$ cat config.mk
export PLATFORM = sky130hd
export DESIGN_NAME = sipo_deser_flat
export DESIGN_NICKNAME = d
export VERILOG_FILES = /design/src/rtl/serial_link_pkg.sv /design/src/rtl/sipo_deser_if.sv /design/src/rtl/sipo_bit_cnt.sv /design/src/rtl/sipo_deser.sv /design/src/flat_wrapper.sv
export SDC_FILE = /design/constraint.sdc
export NUM_CORES = 1
export LEC_CHECK = 0
export ABC_CLOCK_PERIOD_IN_PS = 1900
export CORE_AREA = 2 2 39 41
export DETAILED_ROUTE_END_ITERATION = 7
export DIE_AREA = 0 0 41 43
export MAX_ROUTING_LAYER = met4
export PLACE_DENSITY = 0.66
export SKIP_CTS_REPAIR_TIMING = 1
export SKIP_LAST_GASP = 1
export SYNTH_ARGS = -nofsm -noshare
export SYNTH_HDL_FRONTEND = slang
export SYNTH_SLANG_ARGS = --single-unit
$ cat constraint.sdc
create_clock -name clk -period 1.9 [get_ports clk]
set_input_delay 0.475 -clock clk [delete_from_list [all_inputs] [get_ports clk]]
set_output_delay 0.475 -clock clk [all_outputs]
set_load 0.02 [all_outputs]
$ cat src/rtl/serial_link_pkg.sv
// serial_link_pkg: shared state encoding and word width for the PISO/SIPO serial link
package serial_link_pkg;
  localparam int DEF_WIDTH = 4;
  localparam logic ST_IDLE = 1'b0;
  localparam logic ST_SHIFT = 1'b1;
  typedef enum logic {IDLE = ST_IDLE, SHIFT = ST_SHIFT} state_t;
endpackage

$ cat src/rtl/sipo_deser_if.sv
// sipo_deser_if: serial input and parallel valid/ready output bundle of the deserializer
interface sipo_deser_if import serial_link_pkg::*; #(parameter int WIDTH = DEF_WIDTH);
  logic sin_valid;
  logic sin;
  logic frame_start;
  logic [WIDTH-1:0] dout;
  logic dout_valid;
  logic dout_ready;
  logic overrun;
  logic clr_ovr;
  modport master(output sin_valid, sin, frame_start, dout_ready, clr_ovr, input dout, dout_valid, overrun);
  modport slave(input sin_valid, sin, frame_start, dout_ready, clr_ovr, output dout, dout_valid, overrun);
endinterface

$ cat src/rtl/sipo_bit_cnt.sv
// sipo_bit_cnt: frame bit counter with load-1, increment, clear and last-bit flag
module sipo_bit_cnt import serial_link_pkg::*; #(
  parameter int WIDTH = DEF_WIDTH,
  localparam int CW = $clog2(WIDTH)
) (
  input  logic          clk,
  input  logic          rst,
  input  logic          load1,
  input  logic          incr,
  input  logic          clr,
  output logic [CW-1:0] cnt,
  output logic          last
);
  assign last = cnt == CW'(WIDTH - 1);
  always_ff @(posedge clk or posedge rst)
    if (rst) cnt <= '0;
    else if (load1) cnt <= CW'(1);
    else if (clr) cnt <= '0;
    else if (incr) cnt <= cnt + 1'b1;
endmodule

$ cat src/rtl/sipo_deser.sv
// sipo_deser: framed serial-in/parallel-out deserializer with one-word hold and sticky overrun
module sipo_deser import serial_link_pkg::*; #(
  parameter int WIDTH = DEF_WIDTH,
  parameter bit MSB_FIRST = 1'b1
) (
  input logic        clk,
  input logic        rst,
  sipo_deser_if.slave bus
);
  state_t state, state_n;
  logic load1, incr, done, last;
  logic [WIDTH-1:0] shreg, shreg_n;
  logic [$clog2(WIDTH)-1:0] cnt;
  sipo_bit_cnt #(.WIDTH(WIDTH)) u_cnt (
    .clk(clk), .rst(rst), .load1(load1), .incr(incr), .clr(done), .cnt(cnt), .last(last)
  );
  always_ff @(posedge clk or posedge rst)
    if (rst) state <= IDLE;
    else state <= state_n;
  always_comb begin
    load1 = bus.sin_valid && bus.frame_start;
    incr = bus.sin_valid && !bus.frame_start && state == SHIFT && !last;
    done = bus.sin_valid && !bus.frame_start && state == SHIFT && last;
    state_n = load1 ? SHIFT : done ? IDLE : state;
  end
  // a frame start always restarts from a clean register, so a discarded partial frame leaves no residue
  always_comb
    shreg_n = load1 ? (MSB_FIRST ? {{(WIDTH-1){1'b0}}, bus.sin} : {bus.sin, {(WIDTH-1){1'b0}}})
                    : (MSB_FIRST ? {shreg[WIDTH-2:0], bus.sin} : {bus.sin, shreg[WIDTH-1:1]});
  always_ff @(posedge clk or posedge rst)
    if (rst) shreg <= '0;
    else if (load1 || incr || done) shreg <= shreg_n;
  always_ff @(posedge clk or posedge rst)
    if (rst) begin
      bus.dout <= '0;
      bus.dout_valid <= 1'b0;
      bus.overrun <= 1'b0;
    end else begin
      if (done && (!bus.dout_valid || bus.dout_ready)) begin
        bus.dout <= shreg_n;
        bus.dout_valid <= 1'b1;
      end else if (bus.dout_valid && bus.dout_ready) bus.dout_valid <= 1'b0;
      if (done && bus.dout_valid && !bus.dout_ready) bus.overrun <= 1'b1;
      else if (bus.clr_ovr) bus.overrun <= 1'b0;
    end
endmodule
$ cat src/flat_wrapper.sv
// flat-port wrapper written by rule: the top's interface ports become plain ports
module sipo_deser_flat import serial_link_pkg::*;
#(
  parameter int WIDTH = DEF_WIDTH,
  parameter bit MSB_FIRST = 1'b1
)
  (clk, rst, bus_sin_valid, bus_sin, bus_frame_start, bus_dout_ready, bus_clr_ovr, bus_dout, bus_dout_valid, bus_overrun);
  sipo_deser_if #(.WIDTH(WIDTH)) bus_i ();
  input logic clk;
  input logic rst;
  input wire logic [$bits(bus_i.sin_valid)-1:0] bus_sin_valid;
  input wire logic [$bits(bus_i.sin)-1:0] bus_sin;
  input wire logic [$bits(bus_i.frame_start)-1:0] bus_frame_start;
  input wire logic [$bits(bus_i.dout_ready)-1:0] bus_dout_ready;
  input wire logic [$bits(bus_i.clr_ovr)-1:0] bus_clr_ovr;
  output wire logic [$bits(bus_i.dout)-1:0] bus_dout;
  output wire logic [$bits(bus_i.dout_valid)-1:0] bus_dout_valid;
  output wire logic [$bits(bus_i.overrun)-1:0] bus_overrun;
  assign bus_i.sin_valid = bus_sin_valid;
  assign bus_i.sin = bus_sin;
  assign bus_i.frame_start = bus_frame_start;
  assign bus_i.dout_ready = bus_dout_ready;
  assign bus_i.clr_ovr = bus_clr_ovr;
  assign bus_dout = bus_i.dout;
  assign bus_dout_valid = bus_i.dout_valid;
  assign bus_overrun = bus_i.overrun;
  sipo_deser #(.WIDTH(WIDTH), .MSB_FIRST(MSB_FIRST)) u_core (.clk(clk), .rst(rst), .bus(bus_i));
endmodule
==> results of run 1 <==
## final cells by class
type	instances	area [sq um]	area share [%]
Sequential cell	12	300	41.6
Multi-Input combinational cell	27	196	27.2
Tap cell	16	20.0	2.77
Clock buffer	4	36.3	5.03
Timing Repair Buffer	16	150	20.8
Inverter	5	18.8	2.60
## layout by cell type, fill, tap and decap left out
cell type | Yosys | layout
nor3b_1 | 1 | 1
a22o_1 | 3 | 3
dfrtp_1 | 12 | 12
buf_4 | 0 | 4
clkbuf_4 | 0 | 3
mux2_2 | 1 | 1
o21ai_0 | 1 | 1
mux2_4 | 1 | 1
clkdlybuf4s50_1 | 0 | 12
nor2b_2 | 1 | 1
ha_1 | 1 | 1
nand2_1 | 9 | 9
nand2b_1 | 1 | 1
nor2_1 | 1 | 1
nand4b_2 | 1 | 1
inv_1 | 5 | 5
a22o_2 | 1 | 1
clkbuf_8 | 0 | 1
mux2i_1 | 3 | 3
o22ai_1 | 1 | 1
o21ai_1 | 1 | 1
## metal layers
layer | wire, um | GRT usage [%] | vias up | share of wire [%]
met3 | 48 | 6.28 | 2 | 5.5
met1 | 407 | 18.1 | 170 | 46
met4 | 19 | 10.0 | 0 | 2.2
met5 | 0 | - | - | 0
li1 | - | - | 191 | -
met2 | 400 | 18.8 | 8 | 46
## sequential cells by signal (all words and copies together) (netlist names)
register               cells
u_core.bus.dout            4
u_core.bus.dout_valid      1
u_core.bus.overrun         1
u_core.shreg               3
u_core.state               1
u_core.u_cnt.cnt           2
## power by group
part	internal (uW)	switching [uW]	total, uW
clock	116	83.8	200
sequential	338	54.1	392
combinational	178	148	326
## cells by family (layout without fill, tap and decap cells)
logic type / after synthesis / after routing / share of synthesized area (%)
buffers and inverters: 6 / 25 / 5.70
AND/OR/NAND/NOR: 14 / 14 / 14.3
adder cells (fa/ha/maj): 1 / 1 / 2.37
flip-flops: 12 / 12 / 57.0
multiplexers: 5 / 5 / 10.7
AO/OA/AOI/OAI: 7 / 7 / 9.98
## per-stage QoR
stage / setup WS, ps / util (%) / total power, uW
after CTS: 151 / 52.2 / 935
final: 168 / 52.2 / 918
after floorplan: 560 / - / 579
after global placement: 132 / 49.5 / 723
after detailed placement: 115 / 49.5 / 726
after global routing: 120 / 52.2 / 986
## worst register-to-register path: stages (launching register included)
cell and delay, ps:
dfrtp_1 370, ha_1 210, nand4b_2 150, nor2b_2 210
mux2_4 310
## how the worst min path moves through the flow
| stage | start | to | cells past startpoint |
|---|---|---|---|
| floorplan | rst | u_core.bus.dout[0] | 1 |
| global placement | u_core.shreg[2] | u_core.shreg[2] | 1 |
| detailed placement | u_core.shreg[2] | u_core.shreg[2] | 1 |
| CTS | rst | u_core.bus.dout[2] | 2 |
| global route | u_core.u_cnt.cnt[1] | u_core.u_cnt.cnt[1] | 1 |
| finish | rst | u_core.bus.dout[2] | 2 |
==> results.cfg, run 1 <==
[finish]
stdcell_area_sq_um = 722
fillers = 133
n_antenna_cell = 0
syn2layout_area_growth_pct = 37.1
drive_gt1_share_pct = 20.3
nNetsFinal = 73
fin_cells = 80

[sta]
skew_ps = 4.20
final.min_clock_period_ps = 1730
clock.fmax_mhz = 578
hold_violations = 0
rsz0062_at_grt = false
setup-tns-final_ps = 0
min_period_over_period_pct = 91.1
max_slew_margin_pct = 70.4
drv_slew = 0
finalSetupViolCount = 0
hold_slack_ps = 500
tightest_slew_ps = 444

[synth]
synth_edf_count = 0
ys_seq_area_share_pct = 57.0
syn_avg_cell_area_sq_um = 11.7
ys_dominant_reg_cell = dfrtp_1
ys_seq_elements = 12
synth_cell_types = 18
synthDominantCellAreaShare_pct = 57.0
syn_area_sq_um = 527
synth_nets = 53
synth_most_common_cell = dfrtp_1
synth-async-reset-ratio_pct = 100
yosys_warnings = 0
synthCells = 45
synthTopCellsByArea = dfrtp_1 (57%), nand2_1 (6.4%), mux2i_1 (5.7%)
yosys.area.top_type = dfrtp_1
synthTopCellsByCount = dfrtp_1 (12), nand2_1 (9), inv_1 (5), a22o_1 (3), mux2i_1 (3)

[critical_path]
reg2reg_slack_ps = 540
crit_family = buffers and inverters
worstPathArrival_ps = 1260
startpoint = u_core.bus.dout[0]
critPathKind = register to primary output
reg2reg_depth = 4
critPathBufInv = 1
crit_end = bus_dout[0]
max_stage_delay_ps = 610
critPathSlowestCell = clkdlybuf4s50_1
crit_path_start_kind = register
endpoint_kind = primary output
timing.rr.end = u_core.bus.dout[0]
cp_cell_sequence = clkdlybuf4s50_1
crit_cells = 1
critPathRequiredTime_ps = 1420
rr_startpoint = u_core.u_cnt.cnt[0]
critPathMaxFanout = 2

[clocking]
cts_buffer_depth = 2
ctsRootBufferMaster = clkbuf_4
numCtsBuffers = 3
htreeDepth = 1
cts_sinks = 12
clk_pin_slew_ps = 80
cts_tree = done
clkLatencyLatePin_ps = 270

[global_routing]
grt-ovfl-total = 0
gr-usage-all-layers_pct = 14.7
grt_pass1_vias = 374
antenna_found_initial = 0
grt_max_degree = 13
grt_pass1_wl_um = 1590

[outcome]
status = finished clean

[routing]
via_count = 371
wirelength_um = 876
drc = 0
drt-pass1-iter-count = 4
vias_per_cell = 4.64
ant_nets = 0
post_drt_wl_per_cell_um = 11.0
drt_iter0_drc = 6

[floorplanning]
boundaryPins = 13
coreArea_sq_um = 1380
row_count = 14
die_h_um = 43
start_util_pct = 38.1
dieArea_sq_um = 1760
die_w_um = 41

[pwr]
ir_drop_mv = 0.637
p_per_area_nw_per_um2 = 1270
p_leak_uw = 0.000339

[place]
dpl.cell_count = 76
hpwlAfterDp_um = 663
place_congestion = 0.755
port_buffers = 12
placed_area_sq_um = 686

[worst_hold_path]
min_path_type = input pin to async pin

[run]
cap_violations = 0
No activity file was read; power rests on OpenSTA's default activity.
==> inputs of run 2 (changes only) <==
--- a/config.mk
+++ b/config.mk
@@ -10,6 +10,6 @@
 export DETAILED_ROUTE_END_ITERATION = 7
 export DIE_AREA = 0 0 41 43
+export DONT_BUFFER_PORTS = 1
 export MAX_ROUTING_LAYER = met4
-export PLACE_DENSITY = 0.66
 export SKIP_CTS_REPAIR_TIMING = 1
 export SKIP_LAST_GASP = 1
==> constraint.sdc (replaced) <==
create_clock -name clk -period 1.9 [get_ports clk]
set_input_delay 0.38 -clock clk [delete_from_list [all_inputs] [get_ports clk]]
set_output_delay 0.38 -clock clk [all_outputs]
set_load 0.02 [all_outputs]
==> run 2 against run 1 <==
  * The run now ends with hold timing left
  * Clock skew is 2.2 ps lower
  * Via count fell by 15%
  * Sequential power grew 17%
  * Worst hold slack lost 510 ps
  * Flip-flop and latch count stayed put
  * First-iteration DRC count fell by 17%
  * Final cell count decreased by 20%
  * Sequential share of layout area grew 11 points
  * Core utilization down 11 points
  * Setup slack gained 270 ps
  * Highest routed layer unchanged
==> results.cfg, run 2 (synthesis gave the netlist of run 1 again) <==
[sta]
max_slew_margin_pct = 69.9
tightest_slew_ps = 452
drv_slew = 0
min_period_over_period_pct = 77.0
final.min_clock_period_ps = 1460
finalSetupViolCount = 0
skew_ps = 2.02
setup-tns-final_ps = 0
hold_violations = 12
rsz0062_at_grt = false
hold_slack_ps = -8.07
clock.fmax_mhz = 684

[finish]
top_regs = u_core.bus.dout: 4 flops, u_core.shreg: 3 flops, u_core.u_cnt.cnt: 2 flops
largest_register = u_core.bus.dout
stdcell_area_sq_um = 572
multi_input_area_sq_um = 196
mostFrequentLayoutCells = dfrtp_1 (12), nand2_1 (9), inv_1 (5)
final_common_cell = dfrtp_1
syn2layout_area_growth_pct = 8.55
drive_gt1_share_pct = 18.8
n_antenna_cell = 0
nNetsFinal = 57
largest_reg_flops = 4
fillers = 146
fin_util_pct = 41.3
seqCellArea_sq_um = 300

[clocking]
htreeDepth = 1
numCtsBuffers = 3
clk_pin_slew_ps = 80
cts_sinks = 12
cts_tree = done
ctsRootBufferMaster = clkbuf_4
cts_buffer_depth = 2
clkLatencyLatePin_ps = 270

[critical_path]
rr_startpoint = u_core.u_cnt.cnt[0]
worstPathArrival_ps = 1620
cp_cell_sequence = ha_1, nand4b_2, nor2b_2, mux2_4
crit_end = u_core.bus.dout[0]
reg2reg_depth = 4
reg2reg_slack_ps = 440
critPathKind = register to register
critPathSlowestCell = dfrtp_1
endpoint_kind = register
max_stage_delay_ps = 380
timing.rr.end = u_core.bus.dout[0]
critPathMaxFanout = 4
crit_path_start_kind = register
critPathRequiredTime_ps = 2060
startpoint = u_core.u_cnt.cnt[0]

[routing]
ant_nets = 0
drt-pass1-iter-count = 4
drc = 0
via_count = 315
wl_met1_um = 432
wl_met3_um = 34
vias_per_cell = 4.92
wl_met2_um = 368
wirelength_um = 845
highest_layer = met4
drt_iter0_drc = 5
post_drt_wl_per_cell_um = 13.2

[pwr]
p_per_area_nw_per_um2 = 1420
ir_drop_mv = 0.401
p_leak_uw = 0.000274
swShare_pct = 34.1
p_seq_share_pct = 56.1
clkPwrFrac_pct = 25.4
power.switching_uw = 277
intPower_uw = 536
p_comb_share_pct = 18.5

[outcome]
status = finished with violations
violations = hold timing

[floorplanning]
row_count = 14
dieArea_sq_um = 1760
coreArea_sq_um = 1380
boundaryPins = 13
start_util_pct = 38.1
die_w_um = 41
die_h_um = 43

[global_routing]
grt_pass1_vias = 326
grt_max_degree = 13
antenna_found_initial = 0
grt_pass1_wl_um = 1390
gr-usage-all-layers_pct = 12.8
grt-ovfl-total = 0

[run]
cap_violations = 0

[place]
placed_area_sq_um = 536
port_buffers = 0
hpwlAfterDp_um = 605
place_congestion = 0.793

[worst_hold_path]
min_path_type = input pin to async pin
[run 2: layout make-up]
cell class / instances / area share [%]
multi-input combinational: 27 / 34.4
sequential: 12 / 52.5
clock buffer: 4 / 6.35
inverter: 5 / 3.28
tap: 16 / 3.50
[run 2: metal layers]
layer  track usage, %  vias to the layer above
li1                 -                      156
met1             16.7                      151
met2             14.4                        6
met3             4.71                        2
met4             12.0                        0
met5                -                        -
[run 2: through the flow]
stage / setup slack (ps) / hold WS [ps] / total power, uW / cells
3_5_place_dp: 446 / 302 / 613 / 60
2_1_floorplan: 572 / 245 / 579 / 45
4_1_cts: 426 / -4.21 / 824 / 64
3_3_place_gp: 495 / 300 / 612 / 60
6_report: 438 / -8.07 / 814 / 64
5_1_grt: 383 / 19.2 / 869 / 64
[run 2: how the worst min path moves through the flow]
stage	depth (start not counted)	end	from	slack [ps]
floorplan	1	u_core.bus.dout[0]	rst	240
CTS	1	u_core.bus.dout_valid	rst	-4
detailed placement	1	u_core.bus.dout[2]	rst	300
global route	1	u_core.bus.dout[0]	rst	20
global placement	1	u_core.bus.dout[2]	rst	300
finish	1	u_core.bus.dout_valid	rst	-8
[run 2: power by group through the flow]
stage	Combinational [uW]	Clock, uW	Sequential, uW
final	151	206	457
after global routing	171	229	469
after CTS	153	213	457
after detailed placement	152	0	461
after global placement	149	0	463
after floorplan	133	0	447
[run 2: worst max-delay path, delay by kind of cell (launching register included)]
kind | cells | cell delay [ps]
simple gates | 2 | 430
flops | 1 | 380
mux | 1 | 320
fa+ha+maj | 1 | 220
==> inputs of run 3 (changes only) <==
ABC_CLOCK_PERIOD_IN_PS = 1300   (was 1900)
clock period = 1.3 ns   (was 1.9 ns; I/O delays follow)
==> run 3 against run 2 <==
  * The flow now finishes without violations
  * First-iteration DRC count decreased by 40%
  * Final area up 9.8%
  * Critical path depth unchanged
  * Clock power grew 8%
  * Wire length is 6.5% higher
  * Global-route usage increased by 0.83 points
  * Setup slack worse by 420 ps
  * Worst hold slack improved by 97 ps
==> results.cfg, run 3 (synthesis gave the netlist of run 1 again) <==
[outcome]
status = finished clean

[run]
cap_violations = 0

[routing]
highest_layer = met4
ant_nets = 0
post_drt_wl_per_cell_um = 13.2
drt_iter0_drc = 3
drt-pass1-iter-count = 2
wirelength_um = 900
wl_met3_um = 64
vias_per_cell = 5.09
drc = 0
via_count = 346
wl_met1_um = 393
wl_met2_um = 418

[clocking]
ctsRootBufferMaster = clkbuf_4
cts_tree = done
clk_pin_slew_ps = 70
cts_buffer_depth = 2
numCtsBuffers = 3
htreeDepth = 1
cts_sinks = 12
clkLatencyLatePin_ps = 270

[floorplanning]
coreArea_sq_um = 1380
dieArea_sq_um = 1760
die_w_um = 41
row_count = 14
start_util_pct = 38.1
boundaryPins = 13
die_h_um = 43

[finish]
fin_cells = 68
final_common_cell = dfrtp_1
largest_register = u_core.bus.dout
syn2layout_area_growth_pct = 19.2
top_regs = u_core.bus.dout: 4 flops, u_core.shreg: 3 flops, u_core.u_cnt.cnt: 2 flops
fin_util_pct = 45.4
n_antenna_cell = 0
mostFrequentLayoutCells = dfrtp_1 (12), nand2_1 (9), inv_1 (5)
nNetsFinal = 62
fillers = 140
drive_gt1_share_pct = 25.0
largest_reg_flops = 4
multi_input_area_sq_um = 223
seqCellArea_sq_um = 300

[worst_hold_path]
min_path_type = input pin to register
hold_start = bus_clr_ovr
hold_path_depth = 1
min_to = u_core.bus.overrun

[global_routing]
grt-ovfl-total = 0
grt_pass1_vias = 332
grt_pass1_wl_um = 1440
antenna_found_initial = 0
grt_max_degree = 13
gr-usage-all-layers_pct = 13.6

[place]
place_congestion = 0.799
hpwlAfterDp_um = 692
port_buffers = 0
dpl.cell_count = 63

[critical_path]
rr_startpoint = u_core.u_cnt.cnt[0]
worstPathArrival_ps = 1430
critPathKind = register to register
critPathMaxFanout = 3
critPathRequiredTime_ps = 1460
crit_cells = 4
endpoint_kind = register
startpoint = u_core.u_cnt.cnt[0]
reg2reg_slack_ps = 20
crit_path_start_kind = register
critPathSlowestCell = dfrtp_1
max_stage_delay_ps = 410
timing.rr.end = u_core.bus.dout[0]
reg2reg_depth = 4
crit_family = flip-flops
critPathBufInv = 0
cp_cell_sequence = ha_4, nand4b_4, nor2b_4, mux2_4

[sta]
setup-tns-final_ps = 0
rsz0062_at_grt = true
drv_slew = 0
clock.fmax_mhz = 782
max_slew_margin_pct = 70.2
tightest_slew_ps = 446
min_period_over_period_pct = 98.4
hold_violations = 0
final.min_clock_period_ps = 1280
finalSetupViolCount = 0
skew_ps = 1.69

[pwr]
p_per_area_nw_per_um2 = 1870
ir_drop_mv = 0.714
p_leak_uw = 0.000301
total_power_uw = 1170
## run 3: cell count changes in the layout (fill, tap and decap cells not counted), sizes merged
cell / previous run / this run
buf: 0 / 4
clkbuf: 4 / 3
dlygate4sd3: 0 / 1
## run 3: how the worst max path moves through the flow
stage / to / slack (ps)
global route: u_core.bus.dout[3] / -50
detailed placement: u_core.bus.dout[3] / -10
floorplan: u_core.bus.dout[0] / 10
global placement: u_core.bus.dout[0] / 60
finish: u_core.bus.dout[0] / 20
CTS: u_core.bus.dout[3] / -30
## run 3: layer usage
layer  global-route usage [%]  up-vias
met3                     6.81        4
met2                     16.9       11
met1                     16.4      166
met4                     10.0        0
li1                         -      165
met5                        -        -
## run 3: worst register-to-register path, stage by stage (launching register included)
cell and delay (ps):
dfrtp_1 410, ha_4 180, nand4b_4 110, nor2b_4 160
mux2_4 310
## run 3: cell type report
type                       count  share of cell area (%)
inverter                       5                    2.99
multi-input combinational     27                    35.5
sequential                    12                    47.8
tap                           16                    3.19
timing repair buffer           5                    6.97
clock buffer                   3                    3.59
## run 3: report_power, final
part / total [uW] / internal (uW) / switching [uW]
clock: 223 / 107 / 116
sequential: 680 / 494 / 186
combinational: 272 / 161 / 111
total: 1170 / 762 / 413
## run 3: stage by stage
stage                     setup WS [ps]  hold WS [ps]  instance area, sq um
after CTS                         -27.0          -109                   602
after global placement             57.1           178                   579
final                              21.4          89.2                   628
after global routing              -51.1          68.1                   628
after detailed placement          -11.0           191                   579
after floorplan                    12.0           125                   548
==> RTL edit (flow settings as in run 3) <==
`DEF_WIDTH`: 4 -> 2.
--- a/src/rtl/serial_link_pkg.sv
+++ b/src/rtl/serial_link_pkg.sv
@@ -1,6 +1,6 @@
 // serial_link_pkg: shared state encoding and word width for the PISO/SIPO serial link
 package serial_link_pkg;
-  localparam int DEF_WIDTH = 4;
+  localparam int DEF_WIDTH = 2;
   localparam logic ST_IDLE = 1'b0;
   localparam logic ST_SHIFT = 1'b1;
   typedef enum logic {IDLE = ST_IDLE, SHIFT = ST_SHIFT} state_t;
Interface: changed (resized bus_dout); port bits go from 13 to 11. No check against the original RTL was run, so the function may have changed too.
==> RTL edit against run 3 <==
Via count down 49%. First-iteration DRC count fell by 100%. Setup slack improved by 0.11 ns. Cell area decreased by 42%. Non-clock buffer count fell by 3. Sequential cell count shrank 5. Critical path depth down 1. Cell count decreased by 37%. Combinational power decreased by 71%. Sequential power shrank 50%. Synthesized area is 43% lower. Total power fell by 48%. Largest power group unchanged. Wire length is 38% lower. Critical path type unchanged.
==> RTL edit: results (changes against run 3) <==
- RD Place Congestion: 0.646 (-19%)
- Post-synthesis cell type count: 11 (-7)
- Pin count of the biggest net entering global routing: 8 (-5)
- Number of port buffers: 0 (unchanged)
- Final wirelength: 562 µm (-38%)
- Vias in the first global route: 213 (-36%)
- Placed instance area: 325 µm² (-44%)
- Non-clock buffers, area share: 0.0484 (-0.0213)
- Non-clk bufs: 2 (-3)
- Fraction of layout instances using a drive strength above 1: 0.259 (+0.00926)
- Endpoint of the worst hold-timing path: u_core.bus.overrun
- Arrival @ worst endpoint: 1.30 ns (-0.13 ns)
- Nets: 35 (-44%)
- DRT iter0 DRCs: 0 (-3)
- Inst Count DP: 38 (-40%)
- Fraction of the mapped netlist area in compound gates: 0.101 (+0.00108)
- CTS HTree Levels: 1 (unchanged)
- Multiplexer area fraction after synthesis: 0.113 (+0.00656)
- Avg Cell Area, Syn: 14.2 µm² (+21%)
- Worst skew pair latency: 0.25 ns (-0.02 ns)
- Outcome: completed
- Sequential element share of the synthesized area: 0.588 (+0.0182)
- Length in cells of the worst reg-to-reg path: 3 (-1)
- Most frequent cells after synthesis: 7 x dfrtp_1, 2 x inv_1, 2 x mux2_1, 2 x nand2_1, 2 x o21a_1
- Synthesized Nets: 28 (-47%)
- Shortest period the worst path allows: 1.17 ns (-0.110 ns)
- Maximum net fanout on the critical path: 4 (+1)
- Clock-pin transition on the worst setup and hold timing paths: 0.05 ns (-0.02 ns)
- Worst reg2reg startpoint: u_core.u_cnt.cnt
- HPWL Detailed: 468 µm (-32%)
- Adder-cell share of the synthesized area: 0 (-0.0238)
- Tightest Pin Transition: 0.278 ns (-0.168 ns)
- Multi-input logic portion of the cell area: 0.318 (-0.0362)
- Largest register FFs: 2 (-2)
- # clock sinks: 7 (-5)
- Peak ir drop on the vdd network: 0.000479 V (-33%)
- Clk cell area share: 0.0727 (+0.0368)
- Cell family with the largest share of critical-path delay: flip-flops
- Worst slack at placement: 0.135 ns (+0.146 ns)
- Multi-input logic cell count: 12 (-56%)
- Hold wc startpoint: bus_clr_ovr
- Gate count after technology mapping: 21 (-53%)
- Fin area: 362 µm² (-42%)
- Final worst hold slack: 0.115 ns (+0.0263 ns)
- Number of detailed-routing iterations run before antenna repair: 1 (-1)
- Slowest cell on crit path: dfrtp_1
- GRT Resource Usage Total: 0.0766 (-0.0597)
- WL/cell: 13.1 µm (-1.3%)
- Synth top area cells: dfrtp_1 59%, nand4b_4 8.0%, mux2_1 7.6%
- Register area: 175 µm² (-42%)
- Clock buffer instance count of the final layout: 4 (+1)
- Static leakage: 0.169 nW (-44%)
- Layout fillers: 150 (+7.1%)
- Routed via count: 178 (-49%)
- Layout inverter count without the clock tree: 2 (-3)
- Wire length of the first global-routing pass: 772 µm (-46%)
- Final clock skew: 0.00358 ns (+0.00190 ns)
-- RTL edit: power breakdown --
group          leakage (nW)  internal [mW]  switching (mW)
sequential           0.0846          0.266          0.0742
clock                0.0150          0.117          0.0759
combinational        0.0698         0.0453          0.0324
total                 0.169          0.428           0.182
-- RTL edit: worst register-to-register path, stage by stage, from the launching register on --
cell      delay (ns)
dfrtp_1         0.42
nand4b_4        0.16
nor2b_4         0.15
mux2_1          0.33
-- RTL edit: cells by family after synthesis --
| group | count (synthesis) |
|---|---|
| AOI/OAI and AO/OA | 4 |
| buffers and inverters | 2 |
| DFF | 7 |
| muxes | 3 |
| and+or+nand+nor | 5 |
-- RTL edit: layer usage --
layer,part of all wire,vias up,GRT usage
met4,0,0,0.0600
met2,0.45,11,0.0906
li1,-,84,-
met3,0.16,0,0.0681
met5,0,-,-
met1,0.39,83,0.0754
